$ cat src/rtl/demux_dispatch_ctrl.sv
// demux_dispatch_ctrl: routes a single upstream word stream to one of four
// downstream lanes, either by explicit lane select or round-robin. One word is
// held at a time. A held word that stalls for TIMEOUT cycles is dropped.
//
// Ports:
//   clk, rst_n            clock, asynchronous active-low reset
//   mode                  0 = addressed (in_sel), 1 = round-robin
//   in_sel                target lane for addressed mode
//   in_data/in_valid      upstream word and its valid
//   in_ready              upstream accept (combinational)
//   out_data              four lanes, lane k at [k*WIDTH +: WIDTH]
//   out_valid/out_ready   per-lane handshake; out_valid is one-hot or zero
//   cur_sel               lane of held word, or next round-robin lane when idle
//   busy                  a word is held
//   drop                  one-cycle pulse when a held word times out
module demux_dispatch_ctrl #(
    parameter int unsigned WIDTH   = 8,
    parameter int unsigned TIMEOUT = 15
) (
    input  logic                 clk,
    input  logic                 rst_n,
    input  logic                 mode,
    input  logic [1:0]           in_sel,
    input  logic [WIDTH-1:0]     in_data,
    input  logic                 in_valid,
    output logic                 in_ready,
    output logic [4*WIDTH-1:0]   out_data,
    output logic [3:0]           out_valid,
    input  logic [3:0]           out_ready,
    output logic [1:0]           cur_sel,
    output logic                 busy,
    output logic                 drop
);

    localparam int unsigned LANES   = 4;
    localparam int unsigned CNT_W   = 8;
    localparam logic [CNT_W-1:0] CNT_MAX = '1;
    localparam logic [CNT_W:0]   TIMEOUT_W  = (CNT_W+1)'(TIMEOUT);
    localparam logic             TIMEOUT_EN = (TIMEOUT != 0);

    typedef enum logic {
        IDLE = 1'b0,
        SEND = 1'b1
    } state_t;

    state_t               state_q, state_d;
    logic [WIDTH-1:0]     data_q, data_d;
    logic [1:0]           tgt_q, tgt_d;
    logic [1:0]           rr_q, rr_d;
    logic                 rr_word_q, rr_word_d;   // held word was captured in round-robin mode
    logic [CNT_W-1:0]     stall_q, stall_d;
    logic                 drop_d;
    logic                 down_xfer, up_xfer, timeout_hit;
    logic [3:0]           out_valid_d;
    logic [4*WIDTH-1:0]   out_data_d;
    logic [1:0]           cur_sel_d;
    logic                 busy_d;

    // Handshake decode and next-state / next-output computation
    always_comb begin
        state_d   = state_q;
        data_d    = data_q;
        tgt_d     = tgt_q;
        rr_word_d = rr_word_q;
        stall_d   = stall_q;
        drop_d    = 1'b0;

        in_ready    = (state_q == IDLE) || out_ready[tgt_q];
        down_xfer   = (state_q == SEND) && out_ready[tgt_q];
        up_xfer     = in_valid && in_ready;
        // Drop when this stalled cycle brings the counter up to TIMEOUT
        timeout_hit = TIMEOUT_EN && (state_q == SEND) && !out_ready[tgt_q] &&
                      (({1'b0, stall_q} + (CNT_W+1)'(1)) == TIMEOUT_W);

        // Pointer advances before a same-cycle capture so back-to-back words rotate
        rr_d = rr_q + 2'(down_xfer && rr_word_q);

        if (up_xfer) begin
            state_d   = SEND;
            data_d    = in_data;
            tgt_d     = mode ? rr_d : in_sel;
            rr_word_d = mode;
            stall_d   = '0;
        end else if (down_xfer) begin
            state_d = IDLE;
        end else if (state_q == SEND) begin
            stall_d = (stall_q == CNT_MAX) ? stall_q : stall_q + CNT_W'(1);
            if (timeout_hit) begin
                state_d = IDLE;
                drop_d  = 1'b1;
            end
        end

        out_valid_d = '0;
        out_data_d  = '0;
        if (state_d == SEND) begin
            out_valid_d = 4'(1) << tgt_d;
        end
        for (int unsigned k = 0; k < LANES; k++) begin
            if ((state_d == SEND) && (tgt_d == 2'(k))) begin
                out_data_d[k*WIDTH +: WIDTH] = data_d;
            end
        end
        busy_d    = (state_d == SEND);
        cur_sel_d = (state_d == SEND) ? tgt_d : rr_d;
    end

    // State and registered outputs
    always_ff @(posedge clk or negedge rst_n) begin
        if (!rst_n) begin
            state_q   <= IDLE;
            data_q    <= '0;
            tgt_q     <= '0;
            rr_q      <= '0;
            rr_word_q <= 1'b0;
            stall_q   <= '0;
            out_valid <= '0;
            out_data  <= '0;
            cur_sel   <= '0;
            busy      <= 1'b0;
            drop      <= 1'b0;
        end else begin
            state_q   <= state_d;
            data_q    <= data_d;
            tgt_q     <= tgt_d;
            rr_q      <= rr_d;
            rr_word_q <= rr_word_d;
            stall_q   <= stall_d;
            out_valid <= out_valid_d;
            out_data  <= out_data_d;
            cur_sel   <= cur_sel_d;
            busy      <= busy_d;
            drop      <= drop_d;
        end
    end

endmodule
$ cat config.mk
export PLATFORM = sky130hd
export DESIGN_NAME = demux_dispatch_ctrl
export DESIGN_NICKNAME = d
export VERILOG_FILES = /design/src/rtl/demux_dispatch_ctrl.sv
export SDC_FILE = /design/constraint.sdc
export NUM_CORES = 1
export LEC_CHECK = 0
export ABC_AREA = 1
export CAP_MARGIN = 20
export CORE_ASPECT_RATIO = 0.8
export CORE_MARGIN = 4
export CORE_UTILIZATION = 44
export DETAILED_ROUTE_END_ITERATION = 8
export PLACE_DENSITY = 0.75
export SLEW_MARGIN = 20
export SYNTH_ARGS = -nofsm -noshare
export SYNTH_HDL_FRONTEND = slang
export SYNTH_SLANG_ARGS = --single-unit
export TNS_END_PERCENT = 1
$ cat constraint.sdc
create_clock -name clk -period 1.8 [get_ports clk]
set_input_delay 0.45 -clock clk [delete_from_list [all_inputs] [get_ports clk]]
set_output_delay 0.45 -clock clk [all_outputs]
set_load 0.005 [all_outputs]
==> results of run 1 <==
area by class of cell:
class	instances	share of cell area
Timing Repair Buffer	93	0.227
Sequential cell	61	0.386
Clock buffer	9	0.0313
Inverter	32	0.0304
Multi-Input combinational cell	156	0.276
Tap cell	78	0.0247
Clock inverter	7	0.0247
power by group:
group          switching, mW  internal, mW
clock network          0.575         0.783
registers              0.216          1.85
logic                   1.86          1.62
total                   2.65          4.25
metrics by stage:
stage                     cell area (µm²)  setup slack [ns]
after floorplan                      2510          -0.00260
after global placement               3400            -0.580
after detailed placement             3400            -0.650
after CTS                            3690            -0.167
after global routing                 3960            -0.349
final                                3960            -0.244
flip-flops by register name, indices dropped and copies added, names as in the netlist, 2 cells and up:
name	flops
rr_q	2
out_data	32
out_valid	4
tgt_q	2
stall_q	8
data_q	8
cur_sel	2
logic make-up (layout without fill, tap and decap cells):
family | after synthesis | after routing | synth area share
AOI/OAI and AO/OA | 16 | 16 | 0.0340
xor gates and xnor gates | 1 | 1 | 0.00350
adders and majority gates | 3 | 3 | 0.0150
buffers and inverters | 41 | 141 | 0.0769
DFF | 61 | 61 | 0.609
and+or+nand+nor | 135 | 136 | 0.261
path summary, 6_finish.rpt:
path                       depth (start not counted)            to
max in group asynchronous                          2    stall_q[0]
min                                                1    stall_q[2]
min reg2reg                                        2     rr_word_q
max                                               12  out_data[31]
min in group clk                                   2     rr_word_q
max reg2reg                                       12  out_data[31]
layout by cell type (no fill, tap or decap), drive strengths merged:
cell type / count
clkinv: 2
ha: 3
dfrtp: 61
clkinvlp: 2
or2: 1
o21ai: 14
nand3: 21
clkdlybuf4s50: 51
nand3b: 2
dlymetal6s2s: 5
a21boi: 1
nand2: 64
bufinv: 2
clkbuf: 9
xor2: 1
o21bai: 1
nand4: 1
buf: 37
inv: 33
nor2: 14
nor3: 33
repair_timing:
item                                    4_1_cts  5_1_grt
hold buffers                                  0        0
resized for setup                            20       57
cloned                                        0        1
endpoints found under the setup margin       42       48
pin swaps                                     0       21
setup buffers                                 0        1
cells in the mapped netlist (all sizes together):
master and count:
or2 1, nand2 63, nand3b 2, nand4 1, buf 9, nor3 33
nor2 14, ha 3, inv 32, xor2 1, o21bai 1, nand3 21
o21ai 14, a21boi 1, dfrtp 61
critical path, cell delays in order (launching register included):
cell and delay, ns:
dfrtp_1 0.42, inv_2 0.08, nand2_2 0.06, nand3_2 0.06, nand2_2 0.09, nor2_4 0.05, ha_4 0.26, nand2_2 0.03
a21boi_2 0.15, nand3b_1 0.20, nand2_4 0.20, nand2_8 0.11, nor3_1 0.22
routing by layer:
metal  up-vias  GRT usage  wire, µm
met5         -          0         0
met4         0     0.0774       121
met3        12     0.0642       470
met2        73      0.304      3650
met1      1040      0.234      2840
li1       1012          -         -
==> results.json, run 1 <==
{
  "n_antenna_cell": 0,
  "synth_area_leaders": "dfrtp_1 (61%), nand2_1 (7.8%), nor3_1 (6.4%), inv_1 (4.5%), nand3_1 (3.8%)",
  "p_leak_nw": 1.88,
  "synth.distinct_cells": 24,
  "cp_max_fo": 9,
  "multi_input_area_um2": 1090,
  "wirelength_um": 7080,
  "yosysSeqAreaShare": 0.609,
  "final-hold-violation-count": 0,
  "maxSlewHeadroom": 0.745,
  "p_total_mw": 6.90,
  "cts-root-buf": "clkbuf_8",
  "cp.required_ns": 2.05,
  "syn_area_um2": 2500,
  "drive_gt1_frac": 0.318,
  "ant_nets": 0,
  "powerDensity_nw_per_um2": 1740,
  "core-area_um2": 5500,
  "final_util": 0.720,
  "cts_made_buffers": 9,
  "hold_path.class": "in2async",
  "wire_per_inst_um": 16.2,
  "portBuffers": 58,
  "yosysWarnings": 0,
  "layout.nets": 374,
  "finalSetupViolCount": 41,
  "die_width_um": 92.4,
  "synth_nets": 278,
  "die_h_um": 75.5,
  "io_pins": 59,
  "seq_area_um2": 1530,
  "startpoint_type": "register",
  "clock_latency_ns": 0.34,
  "final.period_utilization": 1.14,
  "syn_area_per_cell_um2": 9.75,
  "path_clk_slew_ns": 0.07,
  "syn_inst": 257,
  "final_cells": 436,
  "clock.fmax_ghz": 0.489,
  "grt_pass1_wl_um": 9660,
  "initialDrtViolationCount": 111,
  "dp_cells": 418,
  "worstSetupPathType": "reg2reg",
  "timing.rr.start": "tgt_q[0]",
  "cts_buffer_depth": 2,
  "initial_core_util": 0.456,
  "fillers": 368,
  "cts_tree": "done",
  "yosys.area.top_type_share": 0.609,
  "min_period_ns": 2.04,
  "fin_tns_setup_ns": -5.86,
  "worstPathArrival_ns": 2.29,
  "setup_ws_ns": -0.244,
  "antenna_found_initial": 0,
  "grt_max_degree": 49,
  "gr-total-overflow": 0,
  "critPathLaunch": "tgt_q[0]",
  "core.rowCount": 24,
  "r2r_slack_ns": -0.24,
  "status": "complete, but fails checks",
  "maxCapViolations": 0,
  "hold-worst-slack_ns": 0.0171,
  "drc": 0,
  "max-vdd-ir-drop_v": 0.00100,
  "synth_area_leader_cell": "dfrtp_1",
  "syn_to_final_growth_pct": 58.0,
  "gp_congestion": 0.827,
  "dr_total_vias": 2137,
  "worst_slew_pin_slew_ns": 0.383,
  "grtUsageTotal": 0.187,
  "grt_pass1_vias": 1937,
  "failed_checks": "negative setup slack",
  "via_per_inst": 4.90,
  "slew_viol_final": 0,
  "endpoint_kind": "register",
  "h-tree-depth": 3,
  "fin_worst_skew_ns": 0.00466,
  "rsz0062_at_grt": "yes",
  "cts.sinks": 61,
  "ys_seq_elements": 61,
  "dieArea_um2": 6970,
  "first_pass_iters": 4,
  "post-dp-hpwl_um": 4230
}
Power figures use the tool's default switching activity.
==> run 2, diff against run 1 <==
--- a/config.mk
+++ b/config.mk
@@ -8,7 +8,6 @@
 export ABC_AREA = 1
 export CAP_MARGIN = 20
 export CORE_ASPECT_RATIO = 0.8
-export CORE_MARGIN = 4
 export CORE_UTILIZATION = 44
 export DETAILED_ROUTE_END_ITERATION = 8
 export PLACE_DENSITY = 0.75
==> results.json, run 2 (synthesis results as in run 1) <==
{
  "hold_path.class": "in2async",
  "pwr-share-seq": 0.308,
  "gp_congestion": 0.874,
  "die_h_um": 69.5,
  "portBuffers": 58,
  "setup_ws_ns": -0.293,
  "final.period_utilization": 1.16,
  "core-area_um2": 5470,
  "most-common-layout-cells": "dfrtp_1 (61), clkdlybuf4s50_1 (51), nand2_1 (45)",
  "worstPathCellList": "inv_2 > nand2_2 > nand3_2 > nand2_2 > nor2_4 > ha_4 > nand2_1 > a21boi_2 > nand3b_1 > nand2_4 > nand2_8 > nor3_4",
  "fillers": 391,
  "cp_max_fo": 6,
  "syn_to_final_growth_pct": 55.9,
  "p_leak_nw": 1.87,
  "seq_area_um2": 1530,
  "startpoint_type": "register",
  "grt_pass1_wl_um": 9630,
  "initialDrtViolationCount": 145,
  "clock_latency_ns": 0.35,
  "worstSetupPathType": "reg2reg",
  "regMostFlops": "out_data",
  "endpoint_kind": "register",
  "worst_slew_pin_slew_ns": 0.322,
  "wire_per_inst_um": 15.6,
  "final_util": 0.715,
  "first_pass_iters": 5,
  "cts.sinks": 61,
  "drive_gt1_frac": 0.313,
  "gr-total-overflow": 0,
  "slew_viol_final": 0,
  "layout.nets": 374,
  "cts_made_buffers": 9,
  "fin_worst_skew_ns": 0.00440,
  "crit_top_cell": "nand2_2",
  "power_switching_mw": 2.60,
  "final_common_cell": "dfrtp_1",
  "finalSetupViolCount": 41,
  "cp.required_ns": 2.06,
  "failed_checks": "negative setup slack",
  "die_width_um": 86.4,
  "core.rowCount": 24,
  "swShare": 0.387,
  "cts_buffer_depth": 2,
  "min_period_ns": 2.09,
  "worstPathArrival_ns": 2.36,
  "clock.fmax_ghz": 0.478,
  "io_pins": 59,
  "via_per_inst": 5.02,
  "pre_cts_ws_ns": -0.632,
  "largest_reg_flops": 32,
  "cp_top_family": "simple AND/OR/NAND/NOR gates",
  "h-tree-depth": 3,
  "n_antenna_cell": 0,
  "final-hold-violation-count": 0,
  "pwr-share-clk": 0.184,
  "post-dp-hpwl_um": 3800,
  "r2r_cells": 12,
  "grt_max_degree": 62,
  "max-vdd-ir-drop_v": 0.000978,
  "cts_tree": "done",
  "ctsHoldBuffers": 0,
  "path_clk_slew_ns": 0.07,
  "maxSlewHeadroom": 0.785,
  "dieArea_um2": 6000,
  "drc": 0,
  "maxCapViolations": 0,
  "status": "complete, but fails checks",
  "wirelength_um": 6810,
  "ant_nets": 0,
  "dr_total_vias": 2190,
  "critical-path-max-stage-delay_ns": 0.41,
  "powerDensity_nw_per_um2": 1720,
  "p_comb_frac": 0.508,
  "crit_cells": 12,
  "antenna_found_initial": 0,
  "grtUsageTotal": 0.218,
  "multi_input_area_um2": 1080,
  "cts-root-buf": "clkbuf_8",
  "intPower_mw": 4.12,
  "rsz0062_at_grt": "yes",
  "reg_top3": "out_data (32), data_q (8), stall_q (8)",
  "initial_core_util": 0.458,
  "cpMaxStageDelayCell": "dfrtp_1",
  "grt_pass1_vias": 1981,
  "cp_num_buf_inv": 1
}
## run 2: cell count changes in the layout (fill, tap and decap cells not counted), sizes merged
cell	change
clkdlybuf4s15	+1
buf	-3
clkinv	+1
clkbuf	+2
nand2	+2
bufinv	-1
clkinvlp	-1
inv	-1
## run 2: layer usage
layer  up-vias  GRT usage  wire (µm)
li1       1012          -          -
met1      1067      0.282       2840
met2        90      0.329       3340
met3        21     0.0869        491
met4         0     0.0833        149
met5         -          0          0
## run 2: final timing paths
path                                endpoint      start  slack [ns]
worst max-delay path            out_data[29]   tgt_q[0]       -0.29
worst min-delay path                    drop      rst_n        0.09
worst max register to register  out_data[29]   tgt_q[0]       -0.29
worst min register to register     rr_word_q  rr_word_q        0.52
max in group asynchronous         stall_q[7]      rst_n        1.44
min in group clk                   rr_word_q  rr_word_q        0.52
## run 2: through the flow
stage	cell area [µm²]	setup TNS, ns	hold WS [ns]	instances	power [mW]
final	3910	-9.05	0.0906	436	6.73
after CTS	3610	-5.48	0.114	430	6.01
after floorplan	2510	-0.0182	0.154	257	3.27
after detailed placement	3360	-26.26	0.483	414	4.69
after global routing	3910	-14.20	0.125	436	7.10
after global placement	3360	-23.35	0.481	414	4.60
## run 2: layout make-up
type / instances / share of cell area
Inverter: 32 / 0.0308
Clock inverter: 5 / 0.0154
Sequential cell: 61 / 0.391
Timing Repair Buffer: 91 / 0.226
Clock buffer: 11 / 0.0362
Tap cell: 78 / 0.0250
Multi-Input combinational cell: 158 / 0.276
## run 2: what timing repair did
action / in CTS / in global routing
gates resized for setup: 14 / 54
buffers inserted: 0 / 3
setup endpoints to repair: 41 / 51
cloned: 0 / 3
hold endpoints to repair: 0 / 0
pin swaps: 0 / 23
## run 2: power by group through the flow
stage	Combinational (mW)	Clock (mW)	Sequential, mW
CTS	2.71	1.24	2.06
floorplan	1.20	0	2.07
global route	3.65	1.33	2.12
finish	3.41	1.24	2.07
detailed placement	2.61	0	2.08
global placement	2.54	0	2.07
==> patch 1, RTL diff (flow settings as in run 2) <==
Reset style: synchronous (`rst_n`), changed in one clocked block. Comments in the files are not updated.
--- a/src/rtl/demux_dispatch_ctrl.sv
+++ b/src/rtl/demux_dispatch_ctrl.sv
@@ -107,5 +107,5 @@
 
     // State and registered outputs
-    always_ff @(posedge clk or negedge rst_n) begin
+    always_ff @(posedge clk) begin
         if (!rst_n) begin
             state_q   <= IDLE;
Check against the original RTL: differs if rst_n is asserted again (counterexample within 4 cycles, from zero or initial values and one cycle with rst_n low); with rst_n held inactive, the same outputs for 10 cycles.
==> patch 1 against run 2 <==
  * The flow still finishes with violations (negative setup slack)
  * Core utilization rose by 0.41 points
  * Wire length fell by 7.1%
  * Worst setup slack improved by 0.16 ns
  * Design area fell by 6.8%
  * Synthesized area fell by 6.6%
  * Sequential cell count did not move
  * Critical path type unchanged
Power is not compared: it rests on default switching activity, and its combinational part moved more than twofold at a synthesized area within 25%.
==> patch 1: results (changes against run 2) <==
[drt] drt initial violations 100 [was 145]
[synth] syn nets 277 [was 278]
[timing] Worst Max-Slew Pin Slew 0.348 ns [was 0.322 ns]
[finish] Data buffer area share 0.217 [was 0.226]
[synth] main flop type after synthesis sky130_fd_sc_hd__dfxtp_1 [was sky130_fd_sc_hd__dfrtp_1]
[setup_path] reg2reg setup slack -0.13 ns [was -0.29 ns]
[timing] setup violators final 34 [was 41]
[drt] number of iterations in the first detailed-routing pass 4 [was 5]
[synth] Synth async-reset ratio 0 [was 1.00]
[setup_path] reg-to-reg critical path startpoint tgt_q[0] [unchanged]
[global_route] All-Layer GR Usage 0.227 [was 0.218]
[finish] fin cells 418 [was 436]
[finish] proportion of cell area spent on the clock network 0.0584 [was 0.0516]
[global_route] largest net degree at the start of global routing 15 [was 62]
[finish] clock buffer count in the final layout 9 [was 11]
[finish] proportion of cell area occupied by multi-input gates 0.341 [was 0.276]
[place] cell total after placement 394 [was 414]
[timing] Layout Skew 0.0111 ns [was 0.00440 ns]
[place] total cell area at the placement stage 3150 sq um [was 3360 sq um]
[synth] most frequent cells after synthesis sky130_fd_sc_hd__dfxtp_1 (61), sky130_fd_sc_hd__nor2_1 (48), sky130_fd_sc_hd__nand2_1 (42) [was sky130_fd_sc_hd__dfrtp_1 (61), sky130_fd_sc_hd__nand2_1 (52), sky130_fd_sc_hd__nor3_1 (32)]
[finish] multi-input combinational gate total 174 [was 158]
[timing] Final Worst Setup Slack -0.132 ns [was -0.293 ns]
[setup_path] arrival time reported for the critical path endpoint 2.21 ns [was 2.36 ns]
[setup_path] slowest cell delay on critical path 0.38 ns [was 0.41 ns]
[finish] Inverters, non-clock 22 [was 32]
[outcome] outcome finished, violations left [unchanged]
[place] routability-driven placement congestion ratio 0.796 [was 0.874]
[synth] Avg Synthesized Cell Area 9.14 sq um [was 9.75 sq um]
[hold_path] min-delay worst type flip-flop to flip-flop [was input pin to asynchronous set/reset pin]
[outcome] violated checks negative setup slack [unchanged]
[finish] Seq area share 0.338 [was 0.391]
[finish] number of filler cells placed in the layout 363 [was 391]
==> patch 1: cell families (layout without fill, tap and decap cells) <==
logic type	Yosys count	in the layout	share of synthesized area
buf+inv	25	121	0.0438
simple gates	142	146	0.343
flops	61	61	0.522
fa+ha+maj	3	3	0.0160
xor+xnor	1	1	0.00374
compound gates	24	24	0.0711
==> patch 1: repair_timing <==
action                                 CTS  global route
cloned                                   4             0
buffers inserted                         1             4
resized for setup                       27            36
pin swaps                               30            29
setup endpoints to repair               39            44
endpoints found under the hold margin    0             0
==> patch 1: worst min path at each step <==
stage / from / endpoint / slack [ns] / cells past startpoint
2_1_floorplan: stall_q[0] / stall_q[0] / 0.48 / 2
3_3_place_gp: stall_q[6] / stall_q[6] / 0.50 / 2
3_5_place_dp: stall_q[6] / stall_q[6] / 0.51 / 2
4_1_cts: stall_q[6] / stall_q[6] / 0.52 / 2
5_1_grt: stall_q[6] / stall_q[6] / 0.55 / 2
6_report: stall_q[6] / stall_q[6] / 0.52 / 2
==> patch 1: through the flow <==
step | setup slack [ns] | TNS, ns | hold WS [ns] | util
5_1_grt | -0.191 | -4.19 | 0.548 | 0.719
6_report | -0.132 | -1.44 | 0.522 | 0.719
3_5_place_dp | -0.558 | -24.74 | 0.506 | 0.622
3_3_place_gp | -0.497 | -22.74 | 0.499 | 0.622
4_1_cts | -0.0778 | -1.09 | 0.517 | 0.687
2_1_floorplan | 0.0158 | 0 | 0.476 | -
==> patch 1: layer usage <==
| metal | track usage | vias up | part of all wire |
|---|---|---|---|
| li1 | - | 1027 | - |
| met1 | 0.287 | 975 | 0.45 |
| met2 | 0.366 | 54 | 0.49 |
| met3 | 0.0672 | 14 | 0.040 |
| met4 | 0.102 | 0 | 0.017 |
| met5 | 0 | - | 0 |
==> patch 2, RTL diff (config.mk and constraints of run 2) <==
Made on the original files. Change the parameter `WIDTH` from 8 to 12.
--- a/src/rtl/demux_dispatch_ctrl.sv
+++ b/src/rtl/demux_dispatch_ctrl.sv
@@ -15,5 +15,5 @@
 //   drop                  one-cycle pulse when a held word times out
 module demux_dispatch_ctrl #(
-    parameter int unsigned WIDTH   = 8,
+    parameter int unsigned WIDTH   = 12,
     parameter int unsigned TIMEOUT = 15
 ) (
Ports: changed (resized in_data and out_data); port bits go from 59 to 79. The function was not compared with the original's and may differ.
==> patch 2 against run 2 <==
  * The run ends with design-rule violations, negative setup slack left
  * Count of clock-buffer cells in the layout is 1 lower
  * Wire length rose by 20%
  * Global-route usage up 0.29 points
  * Non-clock buffer count up 37
  * Largest power group unchanged
  * Design area increased by 27%
  * Sequential power increased by 30%
  * Synthesized area grew 29%
  * Sequential cell count grew 20
  * Power grew 24%
  * Sequential share of layout area up 1.9 points
  * Worst setup slack better by 0.036 ns
==> patch 2: results (changes against run 2) <==
[finish] number of filler cells placed in the layout 484 [was 391]
[clock_tree] post-cts sizing count 24 [was 14]
[finish] registers with the most flip-flops out_data x48, data_q x12, stall_q x8 [was out_data x32, data_q x8, stall_q x8]
[power_and_ir_drop] static leakage 2.36 nW [was 1.87 nW]
[clock_tree] setup fix buffers added after clock tree synthesis 4 [was 0]
[setup_path] arrival time reported for the critical path endpoint 2.32 ns [was 2.36 ns]
[drt] met3 routed wirelength 405 microns [was 491 microns]
[drt] drt initial violations 125 [was 145]
[outcome] violated checks design-rule violations, negative setup slack [was negative setup slack]
[synth] adder and majority cell fraction of the synthesized area 0.0116 [was 0.0150]
[clock_tree] clock tree sinks 81 [was 61]
[place] routability-driven placement congestion ratio 0.848 [was 0.874]
[place] port buffer count 78 [was 58]
[place] total cell area at the placement stage 4490 sq um [was 3360 sq um]
[synth] sequential-to-total area share from yosys stat 0.626 [was 0.609]
[finish] proportion of cell area occupied by multi-input gates 0.248 [was 0.276]
[finish] proportion of cell area spent on the clock network 0.0412 [was 0.0516]
[global_route] met1 Use GR 0.298 [was 0.282]
[global_route] All-Layer GR Usage 0.221 [was 0.218]
[finish] area taken by flip-flops and latches 2030 sq um [was 1530 sq um]
[synth] synthesized-area fraction occupied by xor and xnor cells 0 [was 0.00350]
[finish] multi-input combinational cell area 1230 sq um [was 1080 sq um]
[global_route] largest net degree at the start of global routing 47 [was 62]
[global_route] met3 Use GR 0.0581 [was 0.0869]
[synth] cells taking the most area after synthesis sky130_fd_sc_hd__dfrtp_1 (63%), sky130_fd_sc_hd__nor3_1 (7.1%), sky130_fd_sc_hd__nand2_1 (6.5%) [was sky130_fd_sc_hd__dfrtp_1 (61%), sky130_fd_sc_hd__nand2_1 (7.8%), sky130_fd_sc_hd__nor3_1 (6.4%)]
[drt] DRC violation count after routing 5 [was 0]
[place] worst slack at placement -0.773 ns [was -0.632 ns]
[clock_tree] number of buffers inserted by hold repair at cts 1 [was 0]
[place] detailed placement HPWL 5200 microns [was 3800 microns]
[outcome] outcome finished, violations left [unchanged]
[timing] Final Worst Setup Slack -0.257 ns [was -0.293 ns]
[synth] number of different library cells in the post-synthesis netlist 23 [was 24]
[drt] met2 WL post-DR 4120 microns [was 3340 microns]
[finish] multi-input combinational gate total 182 [was 158]
[finish] layout buffer count excluding clock buffers 128 [was 91]
[timing] setup violators final 56 [was 41]
[finish] total number of nets in the final design 468 [was 374]
-- patch 2: worst paths after layout --
kind | endpoint | slack (ns) | cells after the start
worst min-delay path | out_data[25] | 0.50 | 2
min in group clk | rr_word_q | 0.52 | 2
worst max-delay path | out_data[13] | -0.26 | 12
max in group asynchronous | out_valid[1] | 0.75 | 3
worst min register to register | rr_word_q | 0.52 | 2
worst max register to register | out_data[13] | -0.26 | 12
-- patch 2: metrics by stage --
step | TNS [ns] | hold WS [ns] | total power [W] | std cells
after floorplan | -1.66 | 0.154 | 0.00448 | 316
after global placement | -37.50 | 0.301 | 0.00625 | 511
after detailed placement | -41.04 | 0.305 | 0.00635 | 511
after CTS | -8.86 | 0.465 | 0.00812 | 534
after global routing | -19.14 | 0.506 | 0.00883 | 535
final | -10.74 | 0.497 | 0.00832 | 535
-- patch 2: power breakdown --
part	total (W)	internal [W]	switching (W)
registers	0.00270	0.00245	0.000246
logic	0.00428	0.00209	0.00220
clock network	0.00133	0.000680	0.000653
